===== config.mk =====
export PLATFORM = sky130hd
export DESIGN_NAME = uart_tx_flat
export DESIGN_NICKNAME = d
export VERILOG_FILES = /design/src/rtl/uart_tx_if.sv /design/src/rtl/uart_tx.sv /design/src/flat_wrapper.sv
export SDC_FILE = /design/constraint.sdc
export NUM_CORES = 1
export LEC_CHECK = 0
export CORE_ASPECT_RATIO = 0.8
export CORE_MARGIN = 2
export CORE_UTILIZATION = 40
export CTS_BUF_LIST = sky130_fd_sc_hd__clkbuf_4 sky130_fd_sc_hd__clkbuf_8
export DETAILED_ROUTE_END_ITERATION = 10
export GPL_TIMING_DRIVEN = 1
export PLACE_DENSITY_LB_ADDON = 0.05
export SYNTH_ARGS = -nofsm -noshare
export SYNTH_HDL_FRONTEND = slang
export SYNTH_SLANG_ARGS = --single-unit

===== constraint.sdc =====
create_clock -name clk -period 2.8 [get_ports clk]
set_input_delay 0.84 -clock clk [delete_from_list [all_inputs] [get_ports clk]]
set_output_delay 0.84 -clock clk [all_outputs]
set_load 0.005 [all_outputs]

===== src/rtl/uart_tx_if.sv =====
// Core-side bundle for the UART transmitter: push strobe/data toward the
// transmitter, FIFO status and the serial line back.
interface uart_tx_if;
    logic       TxD_start;
    logic [7:0] TxD_data;
    logic       TxD_full;
    logic       TxD_busy;
    logic       TxD_overflow;
    logic       TxD;

    modport master (
        output TxD_start, TxD_data,
        input  TxD_full, TxD_busy, TxD_overflow, TxD
    );

    modport slave (
        input  TxD_start, TxD_data,
        output TxD_full, TxD_busy, TxD_overflow, TxD
    );
endinterface


===== src/rtl/uart_tx.sv =====
// 8N1 UART transmitter, LSB first, fed by a small byte FIFO.
// Queued frames go out back to back; every output is registered.
module uart_tx #(
    parameter int CLKS_PER_BIT = 434,
    parameter int FIFO_DEPTH   = 4
) (
    input logic        clk,
    input logic        RST,
    uart_tx_if.slave   tx_if
);
    localparam int BW = $clog2(CLKS_PER_BIT);
    localparam int PW = $clog2(FIFO_DEPTH);
    localparam int CW = PW + 1;

    localparam logic [BW-1:0] BAUD_LOAD = BW'(CLKS_PER_BIT - 1);
    localparam logic [BW-1:0] BAUD_ZERO = BW'(0);
    localparam logic [BW-1:0] BAUD_ONE  = BW'(1);
    localparam logic [CW-1:0] CNT_FULL  = CW'(FIFO_DEPTH);
    localparam logic [CW-1:0] CNT_ZERO  = CW'(0);
    localparam logic [CW-1:0] CNT_ONE   = CW'(1);
    localparam logic [PW-1:0] PTR_ONE   = PW'(1);

    typedef enum logic [1:0] {S_IDLE, S_START, S_DATA, S_STOP} state_t;

    state_t          state_q, state_d;
    logic [BW-1:0]   baud_q, baud_d;
    logic [2:0]      idx_q, idx_d;
    logic [7:0]      shift_q, shift_d;
    logic [PW-1:0]   wr_ptr_q, wr_ptr_d;
    logic [PW-1:0]   rd_ptr_q, rd_ptr_d;
    logic [CW-1:0]   count_q, count_d;
    logic [7:0]      mem_q [FIFO_DEPTH];
    logic            txd_q, txd_d;
    logic            busy_q, busy_d;
    logic            full_q, full_d;
    logic            ovf_q, ovf_d;
    logic            push_s, pop_s, baud_done_s, nonempty_s;

    assign baud_done_s = (baud_q == BAUD_ZERO);
    assign nonempty_s  = (count_q != CNT_ZERO);
    // A full FIFO rejects a push even when a pop frees a slot on the same edge.
    assign push_s      = tx_if.TxD_start & (count_q != CNT_FULL);

    // Frame sequencer: pops a byte, then walks start, 8 data and stop bits.
    always_comb begin
        state_d = state_q;
        baud_d  = baud_q;
        idx_d   = idx_q;
        shift_d = shift_q;
        pop_s   = 1'b0;
        case (state_q)
            S_IDLE: begin
                if (nonempty_s) begin
                    pop_s   = 1'b1;
                    shift_d = mem_q[rd_ptr_q];
                    baud_d  = BAUD_LOAD;
                    state_d = S_START;
                end else begin
                    state_d = S_IDLE;
                end
            end
            S_START: begin
                if (baud_done_s) begin
                    baud_d  = BAUD_LOAD;
                    idx_d   = 3'd0;
                    state_d = S_DATA;
                end else begin
                    baud_d  = baud_q - BAUD_ONE;
                end
            end
            S_DATA: begin
                if (baud_done_s) begin
                    baud_d  = BAUD_LOAD;
                    shift_d = {1'b0, shift_q[7:1]};
                    idx_d   = idx_q + 3'd1;
                    if (idx_q == 3'd7) begin
                        state_d = S_STOP;
                    end else begin
                        state_d = S_DATA;
                    end
                end else begin
                    baud_d  = baud_q - BAUD_ONE;
                end
            end
            S_STOP: begin
                if (baud_done_s) begin
                    if (nonempty_s) begin
                        pop_s   = 1'b1;
                        shift_d = mem_q[rd_ptr_q];
                        baud_d  = BAUD_LOAD;
                        state_d = S_START;
                    end else begin
                        state_d = S_IDLE;
                    end
                end else begin
                    baud_d  = baud_q - BAUD_ONE;
                end
            end
            default: begin
                state_d = S_IDLE;
                baud_d  = BAUD_ZERO;
            end
        endcase
    end

    // FIFO bookkeeping and next values of the registered outputs.
    always_comb begin
        wr_ptr_d = push_s ? (wr_ptr_q + PTR_ONE) : wr_ptr_q;
        rd_ptr_d = pop_s  ? (rd_ptr_q + PTR_ONE) : rd_ptr_q;
        case ({push_s, pop_s})
            2'b10:   count_d = count_q + CNT_ONE;
            2'b01:   count_d = count_q - CNT_ONE;
            default: count_d = count_q;
        endcase
        case (state_d)
            S_START: txd_d = 1'b0;
            S_DATA:  txd_d = shift_d[0];
            default: txd_d = 1'b1;
        endcase
        busy_d = (state_d != S_IDLE) | (count_d != CNT_ZERO);
        full_d = (count_d == CNT_FULL);
        ovf_d  = tx_if.TxD_start & (count_q == CNT_FULL);
    end

    // State, pointer and output registers.
    always_ff @(posedge clk or negedge RST) begin
        if (!RST) begin
            state_q  <= S_IDLE;
            baud_q   <= BAUD_ZERO;
            idx_q    <= 3'd0;
            shift_q  <= 8'h00;
            wr_ptr_q <= {PW{1'b0}};
            rd_ptr_q <= {PW{1'b0}};
            count_q  <= CNT_ZERO;
            txd_q    <= 1'b1;
            busy_q   <= 1'b0;
            full_q   <= 1'b0;
            ovf_q    <= 1'b0;
        end else begin
            state_q  <= state_d;
            baud_q   <= baud_d;
            idx_q    <= idx_d;
            shift_q  <= shift_d;
            wr_ptr_q <= wr_ptr_d;
            rd_ptr_q <= rd_ptr_d;
            count_q  <= count_d;
            txd_q    <= txd_d;
            busy_q   <= busy_d;
            full_q   <= full_d;
            ovf_q    <= ovf_d;
        end
    end

    // FIFO storage.
    always_ff @(posedge clk or negedge RST) begin
        if (!RST) begin
            for (int i = 0; i < FIFO_DEPTH; i++) begin
                mem_q[i] <= 8'h00;
            end
        end else if (push_s) begin
            mem_q[wr_ptr_q] <= tx_if.TxD_data;
        end else begin
            mem_q <= mem_q;
        end
    end

    assign tx_if.TxD          = txd_q;
    assign tx_if.TxD_busy     = busy_q;
    assign tx_if.TxD_full     = full_q;
    assign tx_if.TxD_overflow = ovf_q;
endmodule


===== src/flat_wrapper.sv =====
// flat-port wrapper written by rule: the top's interface ports become plain ports
module uart_tx_flat 
#(
    parameter int CLKS_PER_BIT = 434,
    parameter int FIFO_DEPTH   = 4
)
  (clk, RST, tx_if_TxD_start, tx_if_TxD_data, tx_if_TxD_full, tx_if_TxD_busy, tx_if_TxD_overflow, tx_if_TxD);
  uart_tx_if tx_if_i ();
  input logic clk;
  input logic RST;
  input wire logic [$bits(tx_if_i.TxD_start)-1:0] tx_if_TxD_start;
  input wire logic [$bits(tx_if_i.TxD_data)-1:0] tx_if_TxD_data;
  output wire logic [$bits(tx_if_i.TxD_full)-1:0] tx_if_TxD_full;
  output wire logic [$bits(tx_if_i.TxD_busy)-1:0] tx_if_TxD_busy;
  output wire logic [$bits(tx_if_i.TxD_overflow)-1:0] tx_if_TxD_overflow;
  output wire logic [$bits(tx_if_i.TxD)-1:0] tx_if_TxD;
  assign tx_if_i.TxD_start = tx_if_TxD_start;
  assign tx_if_i.TxD_data = tx_if_TxD_data;
  assign tx_if_TxD_full = tx_if_i.TxD_full;
  assign tx_if_TxD_busy = tx_if_i.TxD_busy;
  assign tx_if_TxD_overflow = tx_if_i.TxD_overflow;
  assign tx_if_TxD = tx_if_i.TxD;
  uart_tx #(.CLKS_PER_BIT(CLKS_PER_BIT), .FIFO_DEPTH(FIFO_DEPTH)) u_core (.clk(clk), .RST(RST), .tx_if(tx_if_i));
endmodule

---- Word-level counts from Yosys, hierarchy flattened ----
Index checks and enable logic that the tools add are counted.
word-level totals
  register bits after elaboration ......... 65
  output and inout bits ................... 4
cells by class
  add/sub/neg operators ................... 6
  magnitude comparators ................... 3
  equality and inequality tests ........... 14
  muxes and demuxes ....................... 28
  bitwise gates (word level) .............. 5
  reductions and logical operators ........ 11
operators by type and width
  operator             count
  $mux 8               6
  $bwmux 32            1
  $mux 9               3
  $pmux 9 s3           1
  $pmux 8 s3           1
  $bmux 8 s2           1
  $demux 8 s2          1
  $pmux 3 s2           2
  $eq 3x3->1 const B   3
  $logic_not 9->1      1
  $reduce_bool 3->1    3
  $sub 9x1->9 const B  1
  $eq 2x2->1 const B   4
  $pmux 2 s4           1
  $add 3x1->3 const B  2
  $eq 2x1->1 const B   3
  $ge 3x3->1 const B   2
  $mux 2               3
  $mux 3               2
  $ne 2x1->1 const B   3
  $not 2->3            2
  $reduce_and 3->1     2
  $add 2x1->2 const B  2
  $mux 1               4
  10 further kinds     13

---- Logic depth before layout (Yosys ltp) ----
Gate-level depths: netlist of the first run.
  depth in word-level cells ............... 8
  gate-level depth with buffers ........... 12
  depth with buffers taken out ............ 12

---- Least setup slack after synthesis of the first run ----
Ideal clock, no wire load.
  path kind ............................... register to register
  start ................................... register u_core.baud_q[0]
  end ..................................... register u_core.busy_q, in the netlist u_core.tx_if.TxD_busy
  arrival time ............................ 2768 ps
  slack ................................... -99 ps
  stages on the path, launching flop included .. 12
  clock period less this slack ............ 2899 ps
  cell sequence ........................... dfrtp_1 inv_1 ha_1 nor4b_4 a31oi_1 nor3_1 ha_1 fa_1 mux2_2 nor2_1 nand2_1 or3_1
on the way
  word-level cells in the longest chain between the ends .. 7
  elaborated cells on any way between the ends .. 13
ends and longest elaborated chain
  element                                   RTL line        RTL
  start: declaration                        uart_tx.sv:26   logic [BW-1:0] baud_q, baud_d;
  start signal: assignment                  uart_tx.sv:141  baud_q <= baud_d;
  $logic_not 9->1 *                         uart_tx.sv:39   assign baud_done_s = (baud_q == BAUD_ZERO);
  $mux 1 *                                  uart_tx.sv:86   if (baud_done_s) begin
  $pmux 1 s2 *                              uart_tx.sv:51   case (state_q)
  $eq 2x1->1 or $eq 2x2->1 (tied branches)  uart_tx.sv:110  case ({push_s, pop_s})
  $pmux 3 s2 *                              uart_tx.sv:110
  net u_core.count_d[1]                     uart_tx.sv:31   logic [CW-1:0] count_q, count_d;
  $reduce_bool 3->1 *                       uart_tx.sv:120  busy_d = (state_d != S_IDLE) | (count_d != CNT_ZERO);
  $or 1x1->1 *                              uart_tx.sv:120
  net u_core.busy_d                         uart_tx.sv:34   logic busy_q, busy_d;
  end signal: assignment                    uart_tx.sv:148  busy_q <= busy_d;
  end: declaration                          uart_tx.sv:34
Mark *: on every way through the listed nets, which the timed path passes. The rest lies on a longest branch.
A chain may end at the register's enable or synchronous reset.

---- Final worst setup path of the first run ----
  start ................................... register u_core.baud_q[1]
  end ..................................... register u_core.busy_q, in the netlist u_core.tx_if.TxD_busy
Same word-level chain as after synthesis.

==> summary.md, run 1 <==
| Metric | Value |
|---|---|
| Status | `complete, no violations` |
| Number of port buffers | `14` |
| Finished layout cell area | `0.00396 mm2` |
| Maximum number of buffers from clock root to sink | `2` |
| CTS tree | `done` |
| Worst rel slew slack | `55.1%` |
| Initial antenna violation count | `0` |
| Number of hold buffers added after cts | `0` |
| Total of flip-flops plus latches after synthesis | `65` |
| Post-synthesis cell type count | `53` |
| Post-Route WL | `6770 um` |
| Clock insertion delay at the later pin of the skew report | `340 ps` |
| Sequential share of the synthesized area | `48.9%` |
| Critical setup path kind | `register to register` |
| Gate power share | `43.2%` |
| Most common flop cell mapped by yosys | `dfrtp_1` |
| Warning count from the yosys run | `0` |
| Signal arrival time at the worst endpoint | `2980 ps` |
| Most frequent cells after synthesis | `64 x dfrtp_1, 33 x mux2_2, 29 x nand2_1` |
| Critical path endpoint category | `register` |
| Path category of the worst min-delay check | `input port to async pin` |
| Number of H-tree levels | `3` |
| Share of the synthesized area in the top cell type | `48.1%` |
| Number of sinks handled by clock tree synthesis | `65` |
| Post-cts sizing count | `0` |
| IR Drop Worst-Case VDD | `579 uV` |
| Final design utilization | `49.4%` |
| Starting utilization of the core area | `41.5%` |
| Wirelength per Cell | `15.8 um` |
| Overall Global Routing Usage | `16.6%` |
| # diodes | `0` |
| Area of the die | `0.00907 mm2` |
| Part of the power in the clock network | `21.0%` |
| Sequential share of power | `35.9%` |
| Maximum number of pins on one net before global-route repair | `66` |
| Largest area contributor in the netlist | `dfrtp_1` |
| Fin. max-slew vios | `0` |
| Crit start category | `register` |
| Top fanout value on the critical path | `2` |
| Number of primary I/O pins | `15` |
| Filler cell count | `706` |
| Router iterations before antenna repair | `4` |
| Floorplan die width | `106 um` |
| Synthesized instance count | `282` |
| Number of buffers added by the clock tree synthesis step | `9` |
| Y dimension of the die | `85.6 um` |
| Post-Syn Area | `0.00333 mm2` |
| Total power | `4.75 mW` |
| Fraction of layout cells with a size suffix above 1 | `28.3%` |
| Vias per std cell | `5.24` |
| First-pass GRT wire length | `11500 um` |
| Worst Max-Slew Pin Slew | `672 ps` |
| Worst Path Required | `3020 ps` |
| Final hold violation count | `0` |
| Switching power as a share of total power | `35.2%` |
| Detailed placer's ending HPWL | `4760 um` |
| NumNets Final | `342` |
| Synthesized Nets | `308` |
| Most frequently used cell type in the post-synthesis netlist | `dfrtp_1` |
| Standard-cell row count | `29` |
| Net switching component of the power | `1.67 mW` |
| Number of max-capacitance violations reported | `0` |
| Post-route DRC | `0` |
| Layout Area Growth over Synthesis | `19.1%` |
| Placed inst area | `0.00370 mm2` |
| Filler-free cell count of the finished design | `429` |
| Int Power | `3.07 mW` |
| Total placed cells including tap cells | `413` |
| Ratio of total power to cell area | `1200 mW/mm2` |
| Clock Tree Root | `clkbuf_8` |
| Static Leakage | `1.67 nW` |
| Vias in the first global route | `2230` |
| Count of buffers added by post-CTS timing repair for setup | `0` |
| Number of synthesized flops with an enable pin | `0` |
| Congestion Overflow GR | `0` |
| Detail Route Antenna Nets | `0` |
| Setup repair after global routing missed its margin | `true` |
| Maximum clock skew at final layout | `8.16 ps` |
| Per-instance average area after synthesis | `11.8 um2` |
| Final estimated routing congestion in global placement | `0.783` |
| F_max | `0.361 GHz` |
| Time the final worst path needs with I/O delays and setup | `2770 ps` |
| Count of routing violations after the opening detailed-route iteration | `125` |
| Cells taking the most area after synthesis | `dfrtp_1 48%, mux2_2 11%, mux4_2 5.4%` |
| Share of flip-flops with an asynchronous set or reset after synthesis | `100%` |
| Crit share post-route | `98.9%` |
| Overall via count from detail_route | `2248` |
| Total of endpoints with negative setup slack in the final report | `0` |
| Placeable core region | `0.00802 mm2` |
| Clock transition time at the flip-flop clock pins of the worst setup and hold paths | `80 ps` |
## state kept, by name, indices dropped and copies added, names as in the netlist, 2 cells and up
register         count
u_core.baud_q        9
u_core.count_q       3
u_core.idx_q         3
u_core.mem_q        32
u_core.rd_ptr_q      2
u_core.shift_q       8
u_core.state_q       2
u_core.wr_ptr_q      2
## area by class of cell
cell class	count	area [um2]	area share, %
tap	108	135	3.41
clock buffer	10	138	3.47
clock inverter	6	115	2.90
sequential	65	1630	41.1
inverter	11	41.3	1.04
timing repair buffer	31	275	6.94
multi-input combinational	198	1630	41.2
## cell usage in the layout, fill, tap and decap left out, types with 2 or more instances in the layout
master / instances
dfrtp_1: 64
mux2_2: 33
nand2_1: 29
nor2_1: 17
o21ai_0: 16
a21oi_1: 16
buf_4: 16
clkdlybuf4s50_1: 13
ha_1: 12
inv_1: 11
clkbuf_8: 10
mux4_2: 8
nor3_1: 7
o221ai_1: 6
xnor2_1: 5
o211ai_1: 3
a31oi_1: 3
bufinv_16: 3
or3_1: 2
o21ai_1: 2
nand2b_1: 2
a22o_1: 2
ha_2: 2
clkinv_4: 2
## through the flow
step	setup slack (ps)	setup TNS (ps)	hold WS [ps]
3_5_place_dp	-282	-419	484
3_3_place_gp	-191	-225	474
4_1_cts	-20.6	-20.6	502
5_1_grt	-159	-159	514
2_1_floorplan	-0.0573	-0.0573	443
6_report	30.7	0	491
## path summary, 6_finish.rpt
kind	startpoint	endpoint	cells past startpoint	slack, ps
worst max-delay path	u_core.baud_q[1]	u_core.tx_if.TxD_busy	11	30
worst min-delay path	RST	u_core.tx_if.TxD_full	2	490
worst max register to register	u_core.baud_q[1]	u_core.tx_if.TxD_busy	11	30
worst min register to register	u_core.shift_q[0]	u_core.shift_q[0]	2	490
max in group asynchronous	RST	u_core.tx_if.TxD	2	1980
min in group clk	u_core.shift_q[0]	u_core.shift_q[0]	2	490
## power by group through the flow
stage	Combinational, mW	Sequential, mW	Clock [mW]
3_3_place_gp	2.02	1.72	0
5_1_grt	2.29	1.77	1.08
6_report	2.05	1.70	0.995
2_1_floorplan	1.55	1.58	0
4_1_cts	2.05	1.71	1.03
3_5_place_dp	2.04	1.72	0
## per-layer routing
layer | global-route usage, % | wire (um)
met1 | 26.3 | 3620
met3 | 3.65 | 283
met5 | 0 | 0
met2 | 22.3 | 2810
met4 | 5.38 | 51
## cell families after synthesis
kind of cell	share of synthesized area, %
simple gates	11.2
compound gates	13.3
flops	48.9
mux	16.6
buf+inv	2.67
fa+ha+maj	5.86
xor+xnor	1.58
## worst max-delay path, stage by stage (launching register included)
cell     delay (ps)
dfrtp_1         380
inv_1            80
ha_2            180
nor4b_4         260
a31oi_2         160
nor3_2          200
ha_2            240
fa_1            420
mux2_2          290
nor2_2           80
nand2_1          50
or3_1           300
Power figures use the tool's default switching activity.
==> run 2: changes to the inputs <==
- ABC_AREA: default -> 1
==> summary.md, run 2 <==
| Metric | Value |
|---|---|
| Synthesized Nets | `448 (+45%)` |
| Largest area contributor in the netlist | `dfrtp_1` |
| Fraction of layout cells with a size suffix above 1 | `14.9% (-13 points)` |
| Wirelength per Cell | `14.0 um (-11%)` |
| Max FFs per register | `32 (unchanged)` |
| Worst Path Required | `3020 ps (about the same)` |
| Path category of the worst min-delay check | `register to register` |
| Total of endpoints with negative setup slack in the final report | `0 (unchanged)` |
| Post-Syn Area | `0.00345 mm2 (+3.7%)` |
| Static Leakage | `1.98 nW (+19%)` |
| Synth Area in Adders | `5.65% (-0.21 points)` |
| Time the final worst path needs with I/O delays and setup | `2630 ps (-139 ps)` |
| Crit share post-route | `93.9% (-5.0 points)` |
| Clock transition time at the flip-flop clock pins of the worst setup and hold paths | `80 ps (about the same)` |
| Final hold violation count | `0 (unchanged)` |
| Y dimension of the die | `87.1 um (+1.8%)` |
| Final design utilization | `46.7% (-2.7 points)` |
| Top fanout value on the critical path | `3 (+1)` |
| Share of flip-flops with an asynchronous set or reset after synthesis | `100% (unchanged)` |
| Registers with the highest flip-flop counts | `u_core.mem_q x32, u_core.baud_q x9, u_core.shift_q x8` |
| Warning count from the yosys run | `0 (unchanged)` |
| IR Drop Worst-Case VDD | `341 uV (-41%)` |
| Portion of netlist area occupied by mux cells | `0.326% (-16 points)` |
| Area of the die | `0.00940 mm2 (+3.6%)` |
| CTS tree | `done` |
| Most frequent cells after synthesis | `115 x nand2_1, 64 x dfrtp_1, 47 x o21ai_0` |
| Maximum number of buffers from clock root to sink | `2 (unchanged)` |
| Maximum number of pins on one net before global-route repair | `66 (unchanged)` |
| Critical path endpoint category | `register` |
| Post-Route WL | `7890 um (+17%)` |
| Finished layout cell area | `0.00395 mm2 (-0.47%)` |
| Layout Area Growth over Synthesis | `14.2%` |
| Status | `complete, no violations` |
| Post-route DRC | `0 (unchanged)` |
| Setup repair after global routing missed its margin | `false` |
| Combinational family with the most area after synthesis | `simple AND/OR/NAND/NOR gates` |
| Clock insertion delay at the later pin of the skew report | `350 ps (about the same)` |
| Number of sinks handled by clock tree synthesis | `65 (unchanged)` |
| Count of routing violations after the opening detailed-route iteration | `155 (+24%)` |
| Number of buffers added by the clock tree synthesis step | `9 (unchanged)` |
| Number of H-tree levels | `3 (unchanged)` |
| Vias in the first global route | `2621 (+18%)` |
| # diodes | `0 (unchanged)` |
| Total of flip-flops plus latches after synthesis | `65 (unchanged)` |
| Overall via count from detail_route | `2761 (+23%)` |
| Router iterations before antenna repair | `4 (unchanged)` |
| Commonest non-fill, non-tap cell in the layout | `nand2_1` |
| Fin. max-slew vios | `0 (unchanged)` |
| Standard-cell row count | `30 (+3.4%)` |
| Reg with most FFs | `u_core.mem_q` |
| Compound-gate portion of the synthesized area | `11.9% (-1.3 points)` |
| Congestion Overflow GR | `0 (unchanged)` |
| Per-instance average area after synthesis | `8.18 um2 (-31%)` |
| Overall Global Routing Usage | `18.9% (+2.3 points)` |
| Worst Max-Slew Pin Slew | `535 ps (-137 ps)` |
| Maximum clock skew at final layout | `9.98 ps (+1.81 ps)` |
| Most common flop cell mapped by yosys | `dfrtp_1` |
| Number of hold buffers added after cts | `0 (unchanged)` |
| NumNets Final | `471 (+38%)` |
| Most frequent cells in the layout | `115 x nand2_1, 64 x dfrtp_1, 47 x o21ai_0` |
| Detail Route Antenna Nets | `0 (unchanged)` |
| Detailed placer's ending HPWL | `5370 um (+13%)` |
| Crit start category | `register` |
| Number of port buffers | `14 (unchanged)` |
| Number of synthesized flops with an enable pin | `0 (unchanged)` |
| Signal arrival time at the worst endpoint | `2850 ps (-130 ps)` |
| Vias per std cell | `4.91 (-6.2%)` |
| Placed inst area | `0.00373 mm2 (+0.98%)` |
| Clock Tree Root | `clkbuf_8` |
| Number of max-capacitance violations reported | `0 (unchanged)` |
| Cells taking the most area after synthesis | `dfrtp_1 46%, nand2_1 13%, o21ai_0 6.8%` |
| Starting utilization of the core area | `40.9% (-0.63 points)` |
| Ratio of total power to cell area | `722 mW/mm2 (-40%)` |
| Share of the synthesized area in the top cell type | `46.4% (-1.7 points)` |
| Number of primary I/O pins | `15 (unchanged)` |
| Synthesized instance count | `422 (+50%)` |
| Sequential share of the synthesized area | `47.1% (-1.8 points)` |
| Xor and xnor area share after synthesis | `1.52% (-0.057 points)` |
| Most frequently used cell type in the post-synthesis netlist | `nand2_1` |
| Synthesized-area fraction occupied by and/or/nand/nor cells | `27.1% (+16 points)` |
| F_max | `0.380 GHz (+5.3%)` |
| Final estimated routing congestion in global placement | `0.803 (+2.5%)` |
| Post-synthesis cell type count | `33 (-38%)` |
| Floorplan die width | `108 um (+1.8%)` |
| First-pass GRT wire length | `13600 um (+18%)` |
| Placeable core region | `0.00845 mm2 (+5.3%)` |
| Critical setup path kind | `register to register` |
| Initial antenna violation count | `0 (unchanged)` |
| Worst rel slew slack | `64.1% (+9.0 points)` |
run 2: changes by cell type in the layout (fill, tap and decap cells not counted), moves of 9 or more:
cell | previous run | this run
nand2_1 | 29 | 115
mux2_2 | 33 | 1
nand3_1 | 1 | 33
o21ai_0 | 16 | 47
inv_1 | 11 | 33
nand2_2 | 0 | 13
buf_4 | 16 | 7
run 2: logic make-up (layout without fill, tap and decap cells):
logic type / Yosys count / count (layout)
multiplexers: 1 / 1
adder cells (fa/ha/maj): 15 / 15
buffers and inverters: 52 / 80
flip-flops: 65 / 65
AND/OR/NAND/NOR: 206 / 206
AO/OA/AOI/OAI: 77 / 77
XOR/XNOR: 6 / 6
run 2: cell type report:
cell class                      count  area (um2)
Tap cell                          112         140
Sequential cell                    65        1630
Fill cell                         817        4500
Clock inverter                      3        15.0
Multi-Input combinational cell    305        1630
Timing Repair Buffer               22         208
Clock buffer                       13         166
Inverter                           42         158
run 2: worst max-delay path: stages (launching register included):
cell	delay [ps]
dfrtp_1	390
inv_1	90
ha_2	200
nand3_2	100
nor2_4	110
nand2_2	80
nand2_2	100
nand2_2	70
inv_2	90
ha_4	140
fa_1	400
mux2_2	280
or2_2	300
nor2_2	80
nand4_1	70
run 2: worst paths after layout:
| path | start | endpoint | cells past startpoint | slack, ps |
|---|---|---|---|---|
| worst max-delay path | u_core.baud_q[0] | u_core.tx_if.TxD_busy | 14 | 170 |
| worst min-delay path | u_core.mem_q[15] | u_core.mem_q[15] | 2 | 480 |
| worst max register to register | u_core.baud_q[0] | u_core.tx_if.TxD_busy | 14 | 170 |
| worst min register to register | u_core.mem_q[15] | u_core.mem_q[15] | 2 | 480 |
| max in group asynchronous | RST | u_core.tx_if.TxD | 2 | 1980 |
| min in group asynchronous | RST | u_core.wr_ptr_q[0] | 2 | 490 |
run 2: metal layers:
metal  global-route usage (%)  vias up  part of all wire, %
li1                         -     1428                    -
met1                     29.2     1287                   55
met2                     25.2       42                   40
met3                     5.91        4                  4.3
met4                     5.24        0                 0.70
met5                        0        -                    0
run 2: where the power goes:
| group | switching (mW) | internal, mW | total (mW) |
|---|---|---|---|
| logic | 0.443 | 0.319 | 0.762 |
| clock network | 0.360 | 0.385 | 0.745 |
| registers | 0.143 | 1.20 | 1.34 |
run 2: what timing repair did:
action                                  in CTS  in global routing
setup buffers                                0                  1
gates resized for setup                      0                  7
endpoints found under the setup margin       0                  1
run 2: through the flow:
stage / setup slack (ps) / std cells / power [mW] / hold WS [ps] / setup TNS [ps]
final: 170 / 562 / 2.85 / 483 / 0
after global routing: 7.24 / 562 / 3.10 / 499 / 0
after CTS: 6.54 / 561 / 2.88 / 488 / 0
after detailed placement: -163 / 545 / 2.12 / 471 / -172
after global placement: -106 / 545 / 2.10 / 467 / -106
after floorplan: 289 / 422 / 1.88 / 448 / 0
